===== src/rtl/operand_fetch_stage.sv =====
// -----------------------------------------------------------------------------
// operand_fetch_stage
//
// Purpose:
//   Pipeline stage sitting directly after the register file. It drives the two
//   register-file read addresses from decode, selects each operand (x0 forced
//   to zero, same-cycle writeback bypassed, otherwise register-file data), and
//   captures the operands into an output register for the execute stage.
//   A scoreboard bitmap tracks destination registers with a write still in
//   flight. Decode is stalled while either source register has a pending
//   writer that is not being written back this very cycle.
//
// Ports:
//   clk          clock, all state changes on the rising edge
//   arst_n       reset, synchronous active-low (sampled on the rising edge)
//   i_flush      drop the output register contents and clear the scoreboard
//   i_valid      decode presents an instruction
//   o_ready      stage accepts this cycle (independent of i_valid)
//   i_rs1/i_rs2  source register addresses
//   i_rd         destination register, i_rd_we = instruction writes i_rd
//   o_rf_addr_*  register-file read addresses (combinational from i_rs*)
//   i_rf_data_*  register-file read data (combinational)
//   i_wb_en/i_wb_addr/i_wb_data  writeback port, committed by the RF at edge
//   o_valid      output register holds an instruction
//   i_ready      execute stage accepts
//   o_rs1_data/o_rs2_data  captured operands
//   o_rd/o_rd_we destination passed through
//   o_busy       scoreboard bitmap, bit n = write to xn pending
// -----------------------------------------------------------------------------
module operand_fetch_stage #(
    parameter int DATA_WIDTH = 32,
    parameter int ADDR_WIDTH = 5,
    parameter int REG_DEPTH  = 32
) (
    input  logic                  clk,
    input  logic                  arst_n,
    input  logic                  i_flush,
    input  logic                  i_valid,
    output logic                  o_ready,
    input  logic [ADDR_WIDTH-1:0] i_rs1,
    input  logic [ADDR_WIDTH-1:0] i_rs2,
    input  logic [ADDR_WIDTH-1:0] i_rd,
    input  logic                  i_rd_we,
    output logic [ADDR_WIDTH-1:0] o_rf_addr_1,
    output logic [ADDR_WIDTH-1:0] o_rf_addr_2,
    input  logic [DATA_WIDTH-1:0] i_rf_data_1,
    input  logic [DATA_WIDTH-1:0] i_rf_data_2,
    input  logic                  i_wb_en,
    input  logic [ADDR_WIDTH-1:0] i_wb_addr,
    input  logic [DATA_WIDTH-1:0] i_wb_data,
    output logic                  o_valid,
    input  logic                  i_ready,
    output logic [DATA_WIDTH-1:0] o_rs1_data,
    output logic [DATA_WIDTH-1:0] o_rs2_data,
    output logic [ADDR_WIDTH-1:0] o_rd,
    output logic                  o_rd_we,
    output logic [REG_DEPTH-1:0]  o_busy
);

    localparam logic [ADDR_WIDTH-1:0] REG_ZERO = '0;

    // -------------------------------------------------------------------------
    // State
    // -------------------------------------------------------------------------
    logic                  valid_q,    valid_d;
    logic [DATA_WIDTH-1:0] rs1_data_q, rs1_data_d;
    logic [DATA_WIDTH-1:0] rs2_data_q, rs2_data_d;
    logic [ADDR_WIDTH-1:0] rd_q,       rd_d;
    logic                  rd_we_q,    rd_we_d;
    logic [REG_DEPTH-1:0]  busy_q,     busy_d;

    // -------------------------------------------------------------------------
    // Combinational helpers
    // -------------------------------------------------------------------------
    logic                  wb_live;      // writeback that actually targets a real register
    logic                  wb_hit_1;
    logic                  wb_hit_2;
    logic                  hz_1;
    logic                  hz_2;
    logic                  ready;
    logic                  accept;
    logic                  set_en;       // accepted instruction claims a destination
    logic [DATA_WIDTH-1:0] operand_1;
    logic [DATA_WIDTH-1:0] operand_2;

    // Read addresses go straight through; the RF answers combinationally.
    assign o_rf_addr_1 = i_rs1;
    assign o_rf_addr_2 = i_rs2;

    // Writeback to x0 is architecturally a no-op, so it never bypasses,
    // never clears, and never counts as a hit.
    assign wb_live  = i_wb_en && (i_wb_addr != REG_ZERO);
    assign wb_hit_1 = wb_live && (i_wb_addr == i_rs1);
    assign wb_hit_2 = wb_live && (i_wb_addr == i_rs2);

    // -------------------------------------------------------------------------
    // Operand select: x0 -> 0, same-cycle writeback -> bypass, else RF data.
    // The RF only commits the writeback at the edge, so without the bypass
    // we would capture the stale value.
    // -------------------------------------------------------------------------
    always_comb begin
        operand_1 = i_rf_data_1;
        if (i_rs1 == REG_ZERO) begin
            operand_1 = '0;
        end else if (wb_hit_1) begin
            operand_1 = i_wb_data;
        end
    end

    always_comb begin
        operand_2 = i_rf_data_2;
        if (i_rs2 == REG_ZERO) begin
            operand_2 = '0;
        end else if (wb_hit_2) begin
            operand_2 = i_wb_data;
        end
    end

    // -------------------------------------------------------------------------
    // Hazard detection. busy_q[0] is tied to zero, so rs==0 never stalls.
    // A pending writer that is retiring this cycle is resolved by the bypass,
    // so it does not stall. Both sources are checked unconditionally because
    // decode does not tell us whether rs2 is used.
    // -------------------------------------------------------------------------
    assign hz_1 = busy_q[i_rs1] && !wb_hit_1;
    assign hz_2 = busy_q[i_rs2] && !wb_hit_2;

    // Ready deliberately does not look at i_valid to avoid a combinational
    // loop with an upstream that waits for ready before raising valid.
    assign ready  = !i_flush && !hz_1 && !hz_2 && (!valid_q || i_ready);
    assign accept = i_valid && ready;
    assign set_en = accept && i_rd_we;

    assign o_ready = ready;

    // -------------------------------------------------------------------------
    // Output register next state
    // -------------------------------------------------------------------------
    always_comb begin
        valid_d    = valid_q;
        rs1_data_d = rs1_data_q;
        rs2_data_d = rs2_data_q;
        rd_d       = rd_q;
        rd_we_d    = rd_we_q;

        if (i_flush) begin
            // Payload is left as-is; only the valid bit matters after a flush.
            valid_d = 1'b0;
        end else if (accept) begin
            valid_d    = 1'b1;
            rs1_data_d = operand_1;
            rs2_data_d = operand_2;
            rd_d       = i_rd;
            rd_we_d    = i_rd_we;
        end else if (i_ready) begin
            valid_d = 1'b0;
        end
    end

    // -------------------------------------------------------------------------
    // Scoreboard next state, one bit per architectural register.
    // Priority: flush clears, then a new writer sets, then writeback clears.
    // Set beats clear on the same register because the accepted instruction
    // is younger than the one retiring.
    // -------------------------------------------------------------------------
    assign busy_d[0] = 1'b0;

    generate
        for (genvar gi = 1; gi < REG_DEPTH; gi++) begin : g_busy
            logic set_hit;
            logic clr_hit;

            assign set_hit = set_en  && (i_rd      == ADDR_WIDTH'(gi));
            assign clr_hit = wb_live && (i_wb_addr == ADDR_WIDTH'(gi));

            always_comb begin
                busy_d[gi] = busy_q[gi];
                if (i_flush) begin
                    busy_d[gi] = 1'b0;
                end else if (set_hit) begin
                    busy_d[gi] = 1'b1;
                end else if (clr_hit) begin
                    busy_d[gi] = 1'b0;
                end
            end
        end
    endgenerate

    // -------------------------------------------------------------------------
    // Registers. Reset wins over flush and accept.
    // -------------------------------------------------------------------------
    always_ff @(posedge clk) begin
        if (!arst_n) begin
            valid_q    <= 1'b0;
            rs1_data_q <= '0;
            rs2_data_q <= '0;
            rd_q       <= '0;
            rd_we_q    <= 1'b0;
            busy_q     <= '0;
        end else begin
            valid_q    <= valid_d;
            rs1_data_q <= rs1_data_d;
            rs2_data_q <= rs2_data_d;
            rd_q       <= rd_d;
            rd_we_q    <= rd_we_d;
            busy_q     <= busy_d;
        end
    end

    // -------------------------------------------------------------------------
    // Outputs
    // -------------------------------------------------------------------------
    assign o_valid    = valid_q;
    assign o_rs1_data = rs1_data_q;
    assign o_rs2_data = rs2_data_q;
    assign o_rd       = rd_q;
    assign o_rd_we    = rd_we_q;
    assign o_busy     = busy_q;

endmodule


===== config.mk =====
export PLATFORM = sky130hd
export DESIGN_NAME = operand_fetch_stage
export DESIGN_NICKNAME = d
export VERILOG_FILES = /design/src/rtl/operand_fetch_stage.sv
export SDC_FILE = /design/constraint.sdc
export NUM_CORES = 1
export LEC_CHECK = 0
export ABC_CLOCK_PERIOD_IN_PS = 5850
export CAP_MARGIN = 5
export CORE_MARGIN = 4
export CORE_UTILIZATION = 48
export DETAILED_ROUTE_END_ITERATION = 10
export PLACE_DENSITY_LB_ADDON = 0.3
export SLEW_MARGIN = 10
export SYNTH_ARGS = -nofsm -noshare
export SYNTH_HDL_FRONTEND = slang
export SYNTH_SLANG_ARGS = --single-unit

===== constraint.sdc =====
create_clock -name clk -period 5.85 [get_ports clk]
set_clock_uncertainty 0.05 [all_clocks]
set_input_delay 1.17 -clock clk [delete_from_list [all_inputs] [get_ports clk]]
set_output_delay 1.17 -clock clk [all_outputs]
set_load 0.02 [all_outputs]

**After elaboration in Yosys (flattened, before gate mapping)**

Index checks and enable logic that the tools add are counted.

- Muxes and demuxes: 72
- Reduce and logical (&&, ||, !) cells: 116
- Equal/unequal tests: 64
- Order comparisons: 2
- Bitwise gates (word level): 2

Operator list:

| kind | number |
|---|---|
| equality test 5 bit, second input constant | 32 |
| 2-to-1 mux 32 bit | 4 |
| equality test 5 x 4 -> 1 bit, second input constant | 16 |
| logical AND 1 bit | 72 |
| 2-to-1 mux 1 bit | 66 |
| nonzero test 2 bit | 32 |
| equality test 5 x 3 -> 1 bit, second input constant | 8 |
| equality test 5 x 2 -> 1 bit, second input constant | 4 |
| less-than comparator 5 x 6 -> 1 bit, second input constant | 2 |
| binary-select mux 1 bit (select 5 bit) | 2 |
| equality test 5 x 1 -> 1 bit, second input constant | 2 |
| equality test 5 bit | 2 |
| logical NOT 5 bit | 2 |
| logical NOT 1 bit | 6 |
| nonzero test 5 bit | 1 |
| inverter 1 bit | 2 |
| AND reduction 2 bit | 1 |
| OR reduction 2 bit | 1 |
| logical OR 1 bit | 1 |

- Word-level logic and storage cells: 293
- Input port bits: 123
- Output and inout bits: 114
- Register bits: 103

**Depth between registers and ports, before layout**

- Depth in word-level cells: 13
- Gate-level depth with buffers: 10
- Mapped depth without buffers: 6

**Worst setup path after synthesis**

OpenSTA, ideal clock, no wires.

- Path kind: input-to-output
- From: input i_rs2[1]
- To: output o_ready
- Stages on the path: 9
- Arrival time: 3.065 ns
- Setup slack: 1.565 ns
- Data required time: 4.630 ns
- Cells stage by stage: buf_4 -> buf_8 -> mux2i_1 -> mux4_2 -> and3b_1 -> a2111o_1 -> o21ai_2 -> buf_2 -> inv_1

- Word-level cells in the longest chain between the ends: 7
- Elaborated cells on any way between the ends: 9
- Those cells by class: eq/ne: 1; mux: 2; reduce/logical: 6

RTL lines:

| item | RTL line | RTL |
|---|---|---|
| from (decl) | 41 | `input logic [ADDR_WIDTH-1:0] i_rs2,` |
| branches (longest 3 deep; another with binary-select mux 1 bit (select 5 bit)) | -- |  |
| logical AND 1 bit (*) | 126 | `assign hz_2 = busy_q[i_rs2] && !wb_hit_2;` |
| logical NOT 1 bit (*) | 130 | `assign ready = !i_flush && !hz_1 && !hz_2 && (!valid_q \|\| i_ready);` |
| logical AND 1 bit (*) (2 in a row) | 130 |  |
| to (decl) | 39 | `output logic o_ready,` |

Mark *: on every way between the ends. The select of a mux whose other input is x is not followed.

**Worst setup path after layout**

- From: input i_rs1[1]
- To: output o_ready

- Word-level cells in the longest chain between the ends: 8
- Elaborated cells on any way between the ends: 10
- Those cells by class: eq/ne: 1; mux: 2; reduce/logical: 7

RTL lines:

| item | RTL line | RTL |
|---|---|---|
| from (decl) | 40 | `input logic [ADDR_WIDTH-1:0] i_rs1,` |
| branches (longest 3 deep; another with binary-select mux 1 bit (select 5 bit)) | -- |  |
| logical AND 1 bit (*) | 125 | `assign hz_1 = busy_q[i_rs1] && !wb_hit_1;` |
| logical NOT 1 bit (*) | 130 |  |
| logical AND 1 bit (*) (3 in a row) | 130 |  |

Marked as above.

==> impl_metrics.ini <==
[outcome]
status = finished, final reports clean

[worst_hold_path]
hold_path_end = o_rs2_data[12]$_SDFFE_PN0P_
hold_start = o_rs2_data[12]$_SDFFE_PN0P_
hold_depth = 2
hp-class = register to register

[setup_path]
setup.worst_path.start_class = input port
critical_path_required_ps = 4630
r2r_setup_slack_ps = 3210
critical_path_class = input port to output pin
crit_fanout = 12
regToRegEndpoint = o_rs1_data[26]$_SDFFE_PN0P_
ff2ff_path_depth = 7
arrival_ps = 4190
end_kind = output pin
r2r_start = o_busy[11]$_SDFFE_PP0P_

[die]
fp.dieW_um = 119
core-area_um2 = 12000
rows = 40
die_h_um = 119
die-area_um2 = 14200
ios = 237
initial_core_util_pct = 49.2

[clock_network]
cts.path.max_buffers = 2
numCtsBuffers = 9
cts.sinks = 102
clk_pin_slew_ps = 70
post_cts_buffers = 0
cts_max_level = 3
clkLatencyLatePin_ps = 340
cts_tree = done
ctsResizeCount = 0
root_buffer = clkbuf_16
hold_buffers = 0

[logic_synthesis]
synth_seq_area_share_pct = 34.5
synth.distinct_cells = 48
syn_area_per_cell_um2 = 9.43
synthArstFlopShare_pct = 0
yosys_warnings = 0
netlist_instances = 627
synth_nets = 750
synth_edf_count = 0
ys_ff_latch = 102
syn_area_um2 = 5910
ys.flop_type = dfxtp_1

[placement]
gp_congestion = 0.932
port_buffers = 235
place_ws_ps = 510
dpl.hpwl_mm = 14.8

[layout]
regArea_um2 = 2040
final_cell_mix = clkdlybuf4s50_1, nand2_1, dfxtp_1
final_common_cell = clkdlybuf4s50_1
diodes = 0
nNetsFinal = 943
syn2layout_area_growth_pct = 43.9
drive_gt1_share_pct = 13.6
nFillCells = 950
multi_input_area_um2 = 3500

[sta]
worst_slack_ps = 442
grt_setup_unrepaired = no
worstMarginPinSlew_ps = 855
hold_viol_final = 0
slew_viol_final = 0
whs_ps = 408
setup_viol = 0
relSlewSlack_pct = 43.0
fin_crit_sh_pct = 92.4
period_needed_ps = 5410
fmax_ghz = 0.185
setup_tns_ps = 0

[power_and_ir_drop]
power_density_nw_per_um2 = 210
vdd_drop_max_mv = 0.161
finalPower_w = 0.00179
leakagePower_nw = 3.37

[global_routing]
grt_pass1_wl_mm = 30.9
grt_max_degree = 81
grt_pass1_vias = 5766
antenna_found_initial = 0
grt.overflow.total = 0
grt.total_usage_pct = 27.3

[route]
drt_iter0_drc = 313
wl_per_cell_um = 20.4
vias_per_cell = 5.74
wl_mm = 19.8
drtPass1Iterations = 5
drt.antenna.violating_nets = 0
vias = 5575
drc = 0

[flow_run]
cap_violations = 0
synthesized netlist by cell type (2+ instances only):
cell | n | share of area [%]
inv_1 | 2 | 0.13
mux4_2 | 9 | 3.4
or3b_2 | 3 | 0.44
nor4_2 | 2 | 0.42
xnor2_1 | 6 | 0.89
or3_1 | 4 | 0.42
clkbuf_1 | 27 | 1.7
nand3_1 | 7 | 0.59
nand3b_1 | 3 | 0.38
buf_2 | 12 | 1.0
nand2b_1 | 9 | 0.95
nor2_1 | 6 | 0.38
nand4_1 | 4 | 0.42
mux2i_1 | 87 | 15
mux2_2 | 66 | 13
nand4b_1 | 4 | 0.59
buf_6 | 2 | 0.38
nand2_1 | 158 | 10
o41ai_1 | 8 | 1.2
o21a_1 | 2 | 0.25
o31ai_1 | 21 | 2.7
nor2b_1 | 5 | 0.53
o211ai_1 | 31 | 3.9
nor3_1 | 2 | 0.17
buf_8 | 6 | 1.5
dfxtp_1 | 102 | 35
xor2_1 | 4 | 0.59
buf_4 | 15 | 1.9
worst max path at each step:
| stage | from | endpoint | slack (ps) |
|---|---|---|---|
| floorplan | i_rs2[1] | o_ready | 1570 |
| global placement | i_rs1[1] | o_ready | 560 |
| detailed placement | i_rs1[1] | o_ready | 510 |
| CTS | i_rs1[1] | o_ready | 450 |
| global route | i_rs1[1] | o_ready | 350 |
| finish | i_rs1[1] | o_ready | 440 |
per-layer routing:
layer	track usage (%)	part of all wire, %	up-vias
met5	0	0	-
met4	7.89	2.0	0
met3	8.50	9.7	33
met2	47.6	49	292
met1	32.4	39	2649
li1	-	-	2601
cells by family after synthesis:
group,share of synthesized area (%)
AND/OR/NAND/NOR,16.1
AO/OA/AOI/OAI,10.4
other,0.0634
XOR/XNOR,1.48
flip-flops,34.5
multiplexers,30.7
buffers and inverters,6.67
critical path: stages:
cell	delay, ps
clkdlybuf4s50_1	820
mux4_2	570
mux2_2	300
a2111oi_4	450
o21ai_2	140
inv_1	90
clkdlybuf4s50_1	640
power breakdown:
group / internal [W] / switching [W] / total (W)
Combinational: 0.000190 / 0.000184 / 0.000374
Clock: 0.000427 / 0.000255 / 0.000682
Sequential: 0.000718 / 0.0000127 / 0.000731
registers in the layout (all words and copies together), names as in the netlist:
signal,count
o_rs1_data,32
o_rs2_data,32
o_busy,31
o_rd,5
o_rd_we,1
o_valid,1
through the flow:
stage	cells	cell area (µm²)	utilization (%)
3_5_place_dp	956	8160	68.0
3_3_place_gp	956	8160	68.0
6_report	971	8500	70.8
2_1_floorplan	627	5910	-
5_1_grt	971	8500	70.8
4_1_cts	971	8500	70.8
area by class of cell:
cell class	instances	share of cell area, %
timing repair buffer	244	28.5
multi-input combinational	461	41.2
tap	147	2.16
sequential	102	24.0
clock inverter	4	1.12
inverter	2	0.0883
clock buffer	11	2.85
No activity file was read; power rests on OpenSTA's default activity.
